$ cat src/rtl/voice_frame_scheduler.sv
// Voice frame scheduler: on each codec frame, polls the enabled voices in index
// order, sums their samples into an 18-bit accumulator and emits a saturated mix.
module voice_frame_scheduler #(
  parameter int unsigned NUM_VOICES = 3,
  parameter int unsigned TIMEOUT    = 64
) (
  input  logic                       clk_100,
  input  logic                       reset,
  input  logic                       new_frame,
  input  logic [NUM_VOICES-1:0]      voice_enable,
  output logic [NUM_VOICES-1:0]      gen_req,
  input  logic [NUM_VOICES-1:0]      voice_valid,
  input  logic [16*NUM_VOICES-1:0]   voice_sample,
  output logic [15:0]                sample_out,
  output logic                       new_sample_generated,
  output logic [1:0]                 status
);

  localparam int unsigned IW = $clog2(NUM_VOICES + 1);
  localparam int unsigned CW = $clog2(TIMEOUT + 1);
  localparam int unsigned AW = 18;

  typedef enum logic [2:0] {IDLE, SELECT, ISSUE, WAIT, DONE} state_t;

  state_t                  state, state_d;
  logic [NUM_VOICES-1:0]   en_q, en_d;
  logic signed [AW-1:0]    acc, acc_d;
  logic [IW-1:0]           idx, idx_d;
  logic [CW-1:0]           wait_cnt, wait_d;
  logic [NUM_VOICES-1:0]   gen_req_d;
  logic [15:0]             sample_out_d;
  logic                    nsg_d;
  logic [1:0]              status_d;

  logic                    found;
  logic [IW-1:0]           sel;
  logic                    cur_valid;
  logic [15:0]             cur_sample;
  logic signed [AW-1:0]    cur_ext;
  logic [15:0]             clamped;
  logic                    expired;

  // Lowest enabled voice at or above the current index; one-cycle scan.
  always_comb begin
    found = 1'b0;
    sel   = '0;
    for (int i = NUM_VOICES - 1; i >= 0; i--) begin
      if (en_q[i] && (IW'(i) >= idx)) begin
        found = 1'b1;
        sel   = IW'(i);
      end
    end
  end

  // Only the voice currently being waited on is observed.
  always_comb begin
    cur_valid  = 1'b0;
    cur_sample = '0;
    for (int i = 0; i < NUM_VOICES; i++) begin
      if (IW'(i) == idx) begin
        cur_valid  = voice_valid[i];
        cur_sample = voice_sample[16*i +: 16];
      end
    end
  end

  assign cur_ext = $signed({{(AW-16){cur_sample[15]}}, cur_sample});
  assign expired = (wait_cnt == CW'(TIMEOUT - 1));

  always_comb begin
    if (acc > 18'sd32767)
      clamped = 16'h7FFF;
    else if (acc < -18'sd32768)
      clamped = 16'h8000;
    else
      clamped = acc[15:0];
  end

  // State and datapath registers.
  always_ff @(posedge clk_100 or posedge reset) begin
    if (reset) begin
      state                <= IDLE;
      en_q                 <= '0;
      acc                  <= '0;
      idx                  <= '0;
      wait_cnt             <= '0;
      gen_req              <= '0;
      sample_out           <= '0;
      new_sample_generated <= 1'b0;
      status               <= '0;
    end else begin
      state                <= state_d;
      en_q                 <= en_d;
      acc                  <= acc_d;
      idx                  <= idx_d;
      wait_cnt             <= wait_d;
      gen_req              <= gen_req_d;
      sample_out           <= sample_out_d;
      new_sample_generated <= nsg_d;
      status               <= status_d;
    end
  end

  // Next-state logic.
  always_comb begin
    state_d = state;
    case (state)
      IDLE:    if (new_frame) state_d = SELECT;
      SELECT:  state_d = found ? ISSUE : DONE;
      ISSUE:   state_d = WAIT;
      WAIT:    if (cur_valid || expired) state_d = SELECT;
      DONE:    state_d = IDLE;
      default: state_d = IDLE;
    endcase
  end

  // Output and datapath next values.
  always_comb begin
    en_d         = en_q;
    acc_d        = acc;
    idx_d        = idx;
    wait_d       = wait_cnt;
    gen_req_d    = '0;
    sample_out_d = sample_out;
    nsg_d        = 1'b0;
    status_d     = status;

    case (state)
      IDLE: begin
        if (new_frame) begin
          en_d  = voice_enable;
          acc_d = '0;
          idx_d = '0;
        end
      end
      SELECT: begin
        if (found) begin
          idx_d     = sel;
          gen_req_d = NUM_VOICES'(1) << sel;
        end
      end
      ISSUE: wait_d = '0;
      WAIT: begin
        if (cur_valid) begin
          acc_d = acc + cur_ext;
          idx_d = idx + IW'(1);
        end else if (expired) begin
          status_d[1] = 1'b1;
          idx_d       = idx + IW'(1);
        end else begin
          wait_d = wait_cnt + CW'(1);
        end
      end
      DONE: begin
        sample_out_d = clamped;
        nsg_d        = 1'b1;
      end
      default: ;
    endcase

    // A frame request outside IDLE (including the DONE cycle) is dropped.
    if (new_frame && (state != IDLE))
      status_d[0] = 1'b1;
  end

endmodule

$ cat config.mk
export PLATFORM = sky130hd
export DESIGN_NAME = voice_frame_scheduler
export DESIGN_NICKNAME = d
export VERILOG_FILES = /design/src/rtl/voice_frame_scheduler.sv
export SDC_FILE = /design/constraint.sdc
export NUM_CORES = 1
export LEC_CHECK = 0
export ABC_AREA = 1
export CAP_MARGIN = 5
export CELL_PAD_IN_SITES_DETAIL_PLACEMENT = 0
export CELL_PAD_IN_SITES_GLOBAL_PLACEMENT = 1
export CORE_ASPECT_RATIO = 0.7
export CORE_MARGIN = 2
export CORE_UTILIZATION = 30
export DETAILED_ROUTE_END_ITERATION = 10
export PLACE_DENSITY = 0.72
export SYNTH_ARGS = -nofsm -noshare
export SYNTH_HDL_FRONTEND = slang
export SYNTH_SLANG_ARGS = --single-unit
$ cat constraint.sdc
create_clock -name clk_100 -period 3.2 [get_ports clk_100]
set_input_delay 0.64 -clock clk_100 [delete_from_list [all_inputs] [get_ports clk_100]]
set_output_delay 0.64 -clock clk_100 [all_outputs]
set_load 0.005 [all_outputs]
* Word level (Yosys, flattened, before mapping)
Cells that the tools add are included.
** Word-level totals
- Register bits after elaboration :: 55
- Output and inout bits :: 22
- Latch bits :: 0
- Memories :: 0
- Memory bits (read-only) :: 0
- Bits in writable memories :: 0
- Word-level logic and storage cells :: 83
** Operators by class
- Multiplexer cells :: 32
- Multiply operators :: 0
- Add/sub/neg operators :: 3
- Bitwise gates (word level) :: 1
- Equality and inequality tests :: 14
- Reduce and logical (&&, ||, !) cells :: 17
- Shifts and indexed selects :: 1
- Div/mod/pow operators :: 0
- Order comparisons :: 5
** Operators with widths (count)
- 16-bit 2-to-1 mux :: 5
- 18-bit 2-to-1 mux :: 2
- 18-bit case mux with 2 select lines :: 1
- 18-bit by 16-bit adder with 18-bit output :: 1
- 18-bit by 16-bit > comparator with 1-bit output, second input constant :: 1
- 18-bit by 16-bit less-than comparator with 1-bit output, second input constant :: 1
- 3-bit 2-to-1 mux :: 5
- 2-bit 2-to-1 mux :: 7
- 7-bit 2-to-1 mux :: 2
- 7-bit case mux with 2 select lines :: 1
- 2-bit != test, second input constant :: 6
- 3-bit case mux with 4 select lines :: 1
- 3-bit AND reduction :: 3
- 7-bit by 1-bit adder with 7-bit output, second input constant :: 1
- 7-bit by 6-bit equality test with 1-bit output, second input constant :: 1
- 1-bit 2-to-1 mux :: 7
- 3-bit by 2-bit equality test with 1-bit output, second input constant :: 2
- 2-bit case mux with 3 select lines :: 1
- 3-bit nonzero test :: 2
- 1-bit by 2-bit greater-or-equal comparator with 1-bit output, first input constant :: 2
- 1-bit logical AND :: 4
- 2-bit AND reduction :: 2
- 4-bit AND reduction :: 1
- 2-bit nonzero test :: 2
- 12 further kinds :: 12

* Longest topological paths before layout
- Word-level depth :: 8
- Mapped depth :: 19
- Depth with buffers taken out :: 18

* Worst setup path after synthesis
Ideal clock, no wire load.
- Path kind :: register to register
- Start point :: register idx[0]
- End point :: register acc[14]
- Required time :: 3.083 ns
- Path buffers :: 2
- Cell stages (with the launch flop) :: 18
- Arrival time :: 2.491 ns
- Slack :: 0.592 ns
- Cell sequence :: dfrtp_1 -> inv_1 -> ha_1 -> inv_2 -> buf_2 -> buf_1 -> nor2_1 -> nor2_1 -> ha_1 -> fa_1 -> nand3_1 -> nand2_1 -> nand3_1 -> nand2_1 -> nand2_1 -> nand3_1 -> nand3_1 -> nand2_1
** Between the ends
- Word-level cells in the longest chain between the ends :: 7
- Elaborated cells between the ends (all ways) :: 14
- Classes of those cells :: add/sub (1); eq/ne (3); mux (8); reduce/logical (2)
** Ends and longest elaborated chain
- start: declaration :: line 28 : logic [IW-1:0] idx, idx_d;
- start signal: assignment :: line 95 : idx <= idx_d;
- 2-bit logical NOT :: line 60 : if (IW'(i) == idx) begin
- 16-bit 2-to-1 mux (3 in series) :: line 60
- 18-bit by 16-bit adder with 18-bit output :: line 145 : acc_d = acc + cur_ext;
- 18-bit 2-to-1 mux :: line 144 : if (cur_valid) begin
- 18-bit case mux with 2 select lines :: line 128 : case (state)
- end signal: assignment :: line 84 : acc <= '0;
- end signal: assignment :: line 94 : acc <= acc_d;
- end: declaration :: line 27 : logic signed [AW-1:0] acc, acc_d;
Parallel ways exist; a longest one is shown, timed or not. The select of a mux whose other input is x is not followed.
A chain may end at the register's enable or synchronous reset.

* Worst setup path in the final report
- Start point :: register idx[1]
- End point :: register acc[16]
Same word-level chain as after synthesis.

==> flow_metrics.tcl <==
set metrics [dict create \
    status "complete, no violations" \
    yosys.area_share.adder_pct 8.096 \
    drc 0 \
    synth_area_mm2 0.003647 \
    critPathMaxFanout 10 \
    fmax_ghz 0.3535 \
    fin_crit_ns 2.829 \
    fin_nets 651 \
    cp.required_ns 3.40 \
    vias_per_cell 4.791 \
    drt-total-wl_um 10820 \
    hpwl_um 8665 \
    gp_congestion 0.8841 \
    synth_top_area_cell "dfrtp_1" \
    numCtsBuffers 5 \
    synth_compound_area_share_pct 15.03 \
    ir_worst_vdd_mv 0.3701 \
    synth-xor-area-share_pct 2.642 \
    areaGrowthSynthToFinish_pct 30.12 \
    period_share_pct 88.40 \
    cts-root-buf "clkbuf_16" \
    fin_skew_ns 0.01016 \
    crit_type "reg2reg" \
    ys_types 41 \
    vias 3493 \
    synth.top_cells.by_count "137 x nand2_1, 55 x dfrtp_1, 51 x nor2_1" \
    synth.most_common_cell "nand2_1" \
    grt_use_met3_pct 3.054 \
    setup_tns_ns 0 \
    synth_top_family_by_area "simple AND/OR/NAND/NOR gates" \
    place_area_mm2 0.004594 \
    antenna_found_initial 0 \
    start_util_pct 30.99 \
    cts_tree "done" \
    dp.cells 721 \
    yosys.area.top_type_share_pct 37.74 \
    drv_cap 0 \
    ctsHtreeMaxLevel 2 \
    yosys-mux-area-fraction_pct 0.6175 \
    grt_pass1_vias 3303 \
    synth.avg_cell_area_um2 7.398 \
    worstSkewPairLatency_ns 0.30 \
    postRouteAntennaNets 0 \
    power_leakage_uw 0.002326 \
    relSlewSlack_pct 31.29 \
    fin_area_mm2 0.004746 \
    drt_pass1_iterations 5 \
    port_buffers 78 \
    fp.dieW_um 135.8 \
    hold_viol 0 \
    endpoint_kind "flip-flop" \
    track_usage_pct 17.69 \
    clkTransAtPathRegs_ns 0.08 \
    ys_ff_latch 55 \
    drive_above_1_share_pct 5.420 \
    power_density_mw_per_mm2 1025 \
    n_fill_cell 1242 \
    start_kind "flip-flop" \
    synth.area.top_cells "dfrtp_1 38%, nand2_1 14%, ha_1 7.5%, nor2_1 5.2%, a21oi_1 5.2%" \
    core-area_mm2 0.01177 \
    busiest_layer "met1" \
    critPathArrivalTime_ns 3.03 \
    num_rows 33 \
    final_cells 729 \
    ys.flop_type "dfrtp_1" \
    num_antenna_cells 0 \
    rsz0062_at_grt "false" \
    synth_edf_count 0 \
    grt_max_degree 56 \
    yosys.area_share.simple_pct 28.64 \
    drtIter0Drc 235 \
    numClockSinks 55 \
    wire_per_inst_um 14.84 \
    synth_seq_area_share_pct 37.74 \
    grt_use_met2_pct 25.72 \
    grtUsageMet1_pct 27.00 \
    grt_overflow 0 \
    io_pins 79 \
    synthArstFlopShare_pct 100.0 \
    die_area_mm2 0.01307 \
    dieHeight_um 96.25 \
    cts_max_path_buffers 2 \
    ys_warn_count 0 \
    grt_pass1_wl_um 17480 \
    worstMarginPinSlew_ns 1.031 \
    min_path_type "reg2reg" \
    hold_ws_ns 0.4835 \
    synth_cells 493 \
    final-setup-viol-count 0 \
    synth_nets 573 \
    slew_violations 0 \
]
-- registers in the layout (all words and copies together), names as in the netlist --
name                  count
gen_req                   3
acc                      18
en_q                      3
state                     3
wait_cnt                  7
status                    2
sample_out               16
idx                       2
new_sample_generated      1
-- report_power, final --
| part | switching (uW) | leakage [uW] | total, uW | internal (uW) |
|---|---|---|---|---|
| clock network | 285 | 0.0000717 | 581 | 296 |
| logic | 1890 | 0.00154 | 3090 | 1200 |
| registers | 240 | 0.000717 | 1190 | 951 |
-- routing by layer --
| metal | routed length (um) | up-vias | part of all wire (%) |
|---|---|---|---|
| li1 | - | 1783 | - |
| met1 | 5811 | 1612 | 54 |
| met2 | 4279 | 88 | 40 |
| met3 | 588 | 10 | 5.4 |
| met4 | 136 | 0 | 1.3 |
| met5 | 0 | - | 0 |
-- area by class of cell --
type | count | area, um2 | area share, %
Clock buffer | 5 | 125.1 | 2.636
Clock inverter | 3 | 23.77 | 0.5009
Inverter | 53 | 206.4 | 4.350
Multi-Input combinational cell | 374 | 2007 | 42.29
Sequential cell | 55 | 1376 | 29.00
Tap cell | 157 | 196.4 | 4.139
Timing Repair Buffer | 82 | 810.8 | 17.08
-- worst max-delay path, stage by stage (launching register included) --
cell      delay (ns)
dfrtp_1         0.40
inv_1           0.10
ha_1            0.28
buf_4           0.21
a221oi_1        0.27
nor2_1          0.08
ha_1            0.22
fa_1            0.41
nand3_1         0.10
nand2_1         0.12
nand2_1         0.09
nand2_1         0.10
nand2_1         0.11
nand3_1         0.08
nand3_1         0.09
nand2_1         0.05
-- logic make-up (layout without fill, tap and decap cells) --
| group | Yosys count | count (layout) |
|---|---|---|
| xor gates and xnor gates | 11 | 11 |
| buffers and inverters | 64 | 143 |
| muxes | 2 | 2 |
| AOI/OAI and AO/OA | 95 | 95 |
| adders and majority gates | 23 | 23 |
| and+or+nand+nor | 243 | 243 |
| DFF | 55 | 55 |
-- what timing repair did --
| item | CTS | global route |
|---|---|---|
| setup buffers | 0 | 0 |
| endpoints found under the setup margin | 0 | 1 |
| gates resized for setup | 0 | 2 |
| hold buffers | 0 | 0 |
-- final timing paths --
check | slack (ns) | cells after the start | start | endpoint
setup / recovery | 0.37 | 15 | idx[1] | acc[16]
hold / removal | 0.48 | 1 | status[0] | status[0]
setup reg to reg | 0.37 | 15 | idx[1] | acc[16]
hold reg to reg | 0.48 | 1 | status[0] | status[0]
max in group asynchronous | 1.84 | 3 | reset | sample_out[1]
min in group asynchronous | 0.87 | 3 | reset | sample_out[6]
-- stage by stage --
step                      setup slack (ns)  power [uW]  utilization, %
final                               0.3712        4864           40.33
after detailed placement            0.3094        4269           39.04
after global placement              0.2852        4240           39.04
after CTS                           0.3546        4868           40.31
after global routing               0.07290        5361           40.33
after floorplan                     0.5920        3305               -
-- placed cells by master, fill, tap and decap left out, types with 7 or more instances in the layout --
cell type	count
a21oi_1	38
a22oi_1	12
clkdlybuf4s50_1	78
dfrtp_1	55
ha_1	22
inv_1	46
nand2_1	137
nand3_1	32
nor2_1	51
o21ai_0	28
xnor2_1	7
Power figures use the tool's default switching activity.
